File: config.mk
export PLATFORM = sky130hd
export DESIGN_NAME = hub75_scan_driver
export DESIGN_NICKNAME = d
export VERILOG_FILES = /design/src/rtl/hub75_scan_driver.sv
export SDC_FILE = /design/constraint.sdc
export NUM_CORES = 1
export LEC_CHECK = 0
export ABC_CLOCK_PERIOD_IN_PS = 3480
export CAP_MARGIN = 10
export CORE_ASPECT_RATIO = 0.8
export CORE_UTILIZATION = 40
export CTS_CLUSTER_SIZE = 16
export DETAILED_ROUTE_END_ITERATION = 12
export GPL_TIMING_DRIVEN = 1
export PLACE_DENSITY = 0.63
export RECOVER_POWER = 25
export SLEW_MARGIN = 40
export SYNTH_ARGS = -nofsm -noshare
export SYNTH_HDL_FRONTEND = slang
export SYNTH_SLANG_ARGS = --single-unit
export TNS_END_PERCENT = 5
File: constraint.sdc
create_clock -name clk -period 3.48 [get_ports clk]
set_input_delay 0.696 -clock clk [delete_from_list [all_inputs] [get_ports clk]]
set_output_delay 0.696 -clock clk [all_outputs]
set_load 0.01 [all_outputs]
File: src/rtl/hub75_scan_driver.sv
// HUB75 LED panel scan driver: shifts one row pair, latches it, then shows it for ON_TICKS ticks.
// Optional macro HUB75_BRIGHTNESS_EN adds an 8-bit brightness input that shortens the OE window.
module hub75_scan_driver #(
  parameter int COLS     = 64,
  parameter int ROW_BITS = 5,
  parameter int CLK_DIV  = 27,
  parameter int ON_TICKS = 256
) (
  input  logic                      clk,
  input  logic                      rst,
  input  logic                      enable,
  output logic [ROW_BITS-1:0]       pix_row,
  output logic [$clog2(COLS)-1:0]   pix_col,
  input  logic [2:0]                pix_rgb_top,
  input  logic [2:0]                pix_rgb_bot,
`ifdef HUB75_BRIGHTNESS_EN
  input  logic [7:0]                brightness,
`endif
  output logic                      H75_R1,
  output logic                      H75_G1,
  output logic                      H75_B1,
  output logic                      H75_R2,
  output logic                      H75_G2,
  output logic                      H75_B2,
  output logic                      H75_Clk,
  output logic                      H75_Lat,
  output logic                      H75_OE,
  output logic                      H75_A,
  output logic                      H75_B,
  output logic                      H75_C,
  output logic                      H75_D,
  output logic                      H75_E,
  output logic                      frame_start
);

  localparam int CW  = $clog2(COLS);
  localparam int DW  = $clog2(CLK_DIV);
  localparam int OW  = $clog2(ON_TICKS + 1);
  localparam int RB5 = (ROW_BITS < 5) ? ROW_BITS : 5;

  localparam logic [DW-1:0]       DivLast = DW'(CLK_DIV - 1);
  localparam logic [DW-1:0]       DivOne  = DW'(1);
  localparam logic [CW-1:0]       ColLast = CW'(COLS - 1);
  localparam logic [CW-1:0]       ColOne  = CW'(1);
  localparam logic [OW-1:0]       OnLast  = OW'(ON_TICKS - 1);
  localparam logic [OW-1:0]       OnOne   = OW'(1);
  localparam logic [ROW_BITS-1:0] RowOne  = ROW_BITS'(1);

  typedef enum logic [2:0] {
    StIdle, StShiftLo, StShiftHi, StBlank, StLatch, StUnlatch, StDisplay
  } state_e;

  state_e              r_state;
  logic [DW-1:0]       r_div;
  logic [CW-1:0]       r_col;
  logic [ROW_BITS-1:0] r_row;
  logic [OW-1:0]       r_on;
  logic                r_started;
  logic                w_tick;
  logic [ROW_BITS-1:0] w_row_next;
  logic [CW-1:0]       w_col_next;
  logic [OW-1:0]       w_on_next;
  logic [4:0]          w_row_ext;

  assign w_tick     = (r_div == DivLast);
  assign w_row_next = r_row + RowOne;
  assign w_col_next = r_col + ColOne;
  assign w_on_next  = r_on + OnOne;

  // Address lines beyond ROW_BITS stay low.
  always_comb begin
    w_row_ext = '0;
    for (int i = 0; i < RB5; i++) w_row_ext[i] = r_row[i];
  end

`ifdef HUB75_BRIGHTNESS_EN
  logic [OW-1:0] r_bright;
  logic [OW-1:0] w_bmin;
  assign w_bmin = (32'(brightness) < ON_TICKS) ? OW'(brightness) : OW'(ON_TICKS);
`endif

  always_ff @(posedge clk) begin
    if (rst) begin
      r_div <= '0;
    end else if (w_tick) begin
      r_div <= '0;
    end else begin
      r_div <= r_div + DivOne;
    end
  end

  // The pixel address always leads the panel by one shift slot, so the
  // memory has a full tick to settle before the SHIFT_LO sample.
  always_ff @(posedge clk) begin
    if (rst) begin
      r_state     <= StIdle;
      r_col       <= '0;
      r_row       <= '0;
      r_on        <= '0;
      r_started   <= 1'b0;
      pix_row     <= '0;
      pix_col     <= '0;
      H75_R1      <= 1'b0;
      H75_G1      <= 1'b0;
      H75_B1      <= 1'b0;
      H75_R2      <= 1'b0;
      H75_G2      <= 1'b0;
      H75_B2      <= 1'b0;
      H75_Clk     <= 1'b0;
      H75_Lat     <= 1'b0;
      H75_OE      <= 1'b1;
      {H75_E, H75_D, H75_C, H75_B, H75_A} <= '0;
      frame_start <= 1'b0;
`ifdef HUB75_BRIGHTNESS_EN
      r_bright    <= '0;
`endif
    end else begin
      frame_start <= 1'b0;
      if (w_tick) begin
        unique case (r_state)
          StIdle: begin
            if (enable) begin
              r_state   <= StShiftLo;
              r_started <= 1'b1;
              if (!r_started) frame_start <= 1'b1;
              H75_Clk   <= 1'b0;
              {H75_B1, H75_G1, H75_R1} <= pix_rgb_top;
              {H75_B2, H75_G2, H75_R2} <= pix_rgb_bot;
            end
          end
          StShiftLo: begin
            r_state <= StShiftHi;
            H75_Clk <= 1'b1;
            pix_col <= (r_col == ColLast) ? '0 : w_col_next;
          end
          StShiftHi: begin
            H75_Clk <= 1'b0;
            if (r_col != ColLast) begin
              r_state <= StShiftLo;
              r_col   <= w_col_next;
              {H75_B1, H75_G1, H75_R1} <= pix_rgb_top;
              {H75_B2, H75_G2, H75_R2} <= pix_rgb_bot;
            end else begin
              r_state <= StBlank;
              H75_OE  <= 1'b1;
            end
          end
          StBlank: begin
            r_state <= StLatch;
            H75_Lat <= 1'b1;
          end
          StLatch: begin
            r_state <= StUnlatch;
            H75_Lat <= 1'b0;
            {H75_E, H75_D, H75_C, H75_B, H75_A} <= w_row_ext;
          end
          StUnlatch: begin
            r_state <= StDisplay;
            r_on    <= '0;
            pix_row <= w_row_next;
`ifdef HUB75_BRIGHTNESS_EN
            r_bright <= w_bmin;
            H75_OE   <= (w_bmin == '0);
`else
            H75_OE   <= 1'b0;
`endif
          end
          StDisplay: begin
            if (r_on == OnLast) begin
              H75_OE <= 1'b1;
              r_row  <= w_row_next;
              r_col  <= '0;
              if (w_row_next == '0) frame_start <= 1'b1;
              if (enable) begin
                r_state <= StShiftLo;
                H75_Clk <= 1'b0;
                {H75_B1, H75_G1, H75_R1} <= pix_rgb_top;
                {H75_B2, H75_G2, H75_R2} <= pix_rgb_bot;
              end else begin
                r_state <= StIdle;
              end
            end else begin
              r_on <= w_on_next;
`ifdef HUB75_BRIGHTNESS_EN
              H75_OE <= !(w_on_next < r_bright);
`endif
            end
          end
          default: r_state <= StIdle;
        endcase
      end
    end
  end

endmodule
==> metrics.md <==
| Metric | Value |
|---|---|
| Status | `finished clean` |
| WP data required | `3.72 ns` |
| CTS Hold Buffers Added | `0` |
| Vias | `2113` |
| Tmin final | `2.61 ns` |
| Filler cell count | `600` |
| Largest net degree at the start of global routing | `39` |
| Max clock buf depth | `2` |
| Layout cell share with drive strength beyond 1 | `0.0438` |
| Number of port buffers | `34` |
| Antenna-violating nets left | `0` |
| CTS Sinks | `55` |
| Post-CTS Setup Bufs | `0` |
| Global-route wire length before repair | `8890 um` |
| Post-CTS Resized | `0` |
| Total wire length | `5460 um` |
| DP HPWL | `3870 um` |
| Setup TNS | `0 ns` |
| Simple-Gate Fraction of Synth Area | `0.250` |
| Share of the synthesized area in the top cell type | `0.426` |
| Top delay family on crit path | `compound AO/OA/AOI/OAI gates` |
| Post-Place Worst Slack | `0.877 ns` |
| Final setup viols | `0` |
| Tightest Hold Check Type | `reg -> reg` |
| Pwr dens | `350 nW/um2` |
| Residual DRC | `0` |
| CTS buffer count | `5` |
| Cell Area, Synth | `2590 um2` |
| Synth Area in XOR/XNOR | `0.0406` |
| Mapped Cells | `291` |
| CP Cell Sequence | `ha_1 -> nand2_1 -> nor2_1 -> and3_1 -> ha_1 -> nand4bb_1 -> o311ai_1 -> a211oi_2 -> mux2i_1` |
| Slowest CP cell | `a211oi_2` |
| Least-Margin Pin Slew | `0.731 ns` |
| Die outline height | `73.9 um` |
| Min setup slack post-route | `0.874 ns` |
| Unique masters post-synth | `50` |
| Crit path arrival time | `2.85 ns` |
| CP Capture Type | `flip-flop` |
| Critical path class | `reg -> reg` |
| Area Growth Syn to Fin | `19.1%` |
| Largest area contributor in the netlist | `dfxtp_1` |
| Total gr overflow | `0` |
| Leak | `1.03 nW` |
| Max-Slew Margin vs Limit | `0.512` |
| Worst-skew pair later-pin latency | `0.31 ns` |
| Worst setup SP type | `flip-flop` |
| Rows | `25` |
| Top post-synthesis cells by area | `dfxtp_1 43%, mux2i_1 5.8%, nor2_1 4.6%` |
| Core region area | `6070 um2` |
| Cell area after placement | `2980 um2` |
| Starting Density | `0.426` |
| Number of synthesized register bits | `55` |
| Buf/Inv on CP | `0` |
| Most common cell on crit path | `ha_1` |
| Avg Vias per Cell | `5.27` |
| Full die area | `6800 um2` |
| Mapped Avg Cell Area | `8.89 um2` |
| Worst-path fanout max | `8` |
| Cell area after layout | `3080 um2` |
| CTS Root Cell | `clkbuf_8` |
| Global placement routability congestion | `0.827` |
| Synth Warn # | `0` |
| Post-synthesis compound-gate area fraction | `0.152` |
| Drt first-iter violations | `100` |
| Max IR drop VDD | `0.161 mV` |
| Crit-path max cell delay | `0.65 ns` |
| Adder-cell share of the synthesized area | `0.0338` |
| Area occupied by multi-input gates | `1390 um2` |
| IO Count | `35` |
| Wirelength per Cell | `13.6 um` |
| Fmax | `384 MHz` |
| TritonCTS clock tree | `done` |
| Period utilization | `0.749` |
| Die width | `91.9 um` |
| Largest family of logic cells by synthesized area | `simple AND/OR/NAND/NOR gates` |
| RSZ-0062 raised after global routing | `no` |
| GRT Util Overall | `0.169` |
| Reg area | `1100 um2` |
| Final Hold Viols | `0` |
| Clock-pin slew on the worst setup and hold paths | `0.09 ns` |
| Vias in the first global route | `1848` |
| Maxcap violations | `0` |
| Initial antenna violation count | `0` |
| Nets | `336` |
| Number of synthesized flops with an enable pin | `0` |
| Final Slew Violations | `0` |
| Diodes inserted | `0` |
| Pre-Repair DR Iteration Count | `4` |
| Synth Net Count | `307` |
| Fraction of registers with async set/reset | `0` |
| Mux cell area share after synthesis | `0.0580` |
| Ys flop type | `dfxtp_1` |
| Post-Route Skew | `0.00347 ns` |
| Htree depth | `2` |
| Post-synthesis sequential area ratio | `0.426` |
==> Yosys cell counts, types with 4 or more instances <==
master    instances
xnor2_1           7
nand2_1          14
nand3b_1          5
a211oi_1          6
nand3_1          13
o31ai_1           5
ha_1              7
a21oi_1          17
nand2b_1         15
and2_1            4
nor3_1            7
mux2i_1          15
or3_1             6
o21ai_0           8
inv_1            11
xor2_1            5
dfxtp_1          55
clkbuf_1         11
nor2_1           32
==> tightest hold or removal path, cell delays in order (launching register included) <==
cell,delay [ns]
dfxtp_1,0.32
nand2_1,0.05
a21oi_1,0.05
==> cell type report <==
cell class              instances  area share
clock inverters                 1     0.00974
well taps                      81      0.0329
flip-flops and latches         55       0.357
inverters                      12      0.0146
clock buffers                   6      0.0235
multi-input cells             210       0.449
repair buffers                 36       0.112
==> kinds of logic (layout without fill, tap and decap cells) <==
group / Yosys count / count (layout)
AO/OA/AOI/OAI: 58 / 58
XOR/XNOR: 12 / 12
adder cells (fa/ha/maj): 7 / 7
buffers and inverters: 26 / 55
flip-flops: 55 / 55
multiplexers: 15 / 15
AND/OR/NAND/NOR: 118 / 118
==> final timing paths <==
kind | start | endpoint | slack (ns) | cells past startpoint
min | pix_col[0] | pix_col[0] | 0.46 | 2
min reg2reg | pix_col[0] | pix_col[0] | 0.46 | 2
max | r_on[0] | H75_B1 | 0.87 | 9
max reg2reg | r_on[0] | H75_B1 | 0.87 | 9
==> power breakdown <==
part	internal [mW]	leakage (nW)	total [mW]	switching [mW]
Clock	0.211	0.0513	0.410	0.199
Sequential	0.632	0.443	0.635	0.00293
Combinational	0.0161	0.537	0.0326	0.0165
==> routing by layer <==
layer	wire [um]	global-route usage
met2	2300	0.250
met3	201	0.0368
met1	2840	0.236
met5	0	0
met4	114	0.0799
==> through the flow <==
stage               power, mW  utilization  hold WS, ns  instances
floorplan               0.670            -        0.432        291
global placement        0.683        0.491        0.442        394
detailed placement      0.683        0.491        0.449        394
CTS                      1.10        0.508        0.463        401
global route             1.12        0.508        0.480        401
finish                   1.08        0.508        0.458        401
==> cell usage in the layout (no fill, tap or decap), drive strengths merged, types with 2 or more instances in the layout <==
master         netlist  routed
a311oi               3       3
mux2i               15      15
o31ai                5       5
nand3b               5       5
a211oi               7       7
o211ai               3       3
nor3                 9       9
dfxtp               55      55
inv                 11      11
nand2               14      14
clkdlybuf4s50        0      20
or4                  2       2
nor2b                3       3
or3                  6       6
and3                 2       2
nor2                32      32
o21ai                8       8
nor4                 3       3
dlygate4sd3          0      13
ha                   7       7
a2111oi              3       3
a21oi               17      17
nand3               13      13
a31oi                2       2
and2                 4       4
o22ai                2       2
buf                  3       2
xor2                 5       5
clkbuf              11       7
xnor2                7       7
nand4                3       3
nand2b              15      15
==> state kept, by name (all words and copies together), names as in the netlist, 3 cells and up <==
signal,flops
r_on,9
pix_col,6
r_div,5
r_col,6
pix_row,5
r_row,5
r_state,3
(Power assumes the default switching activity.)
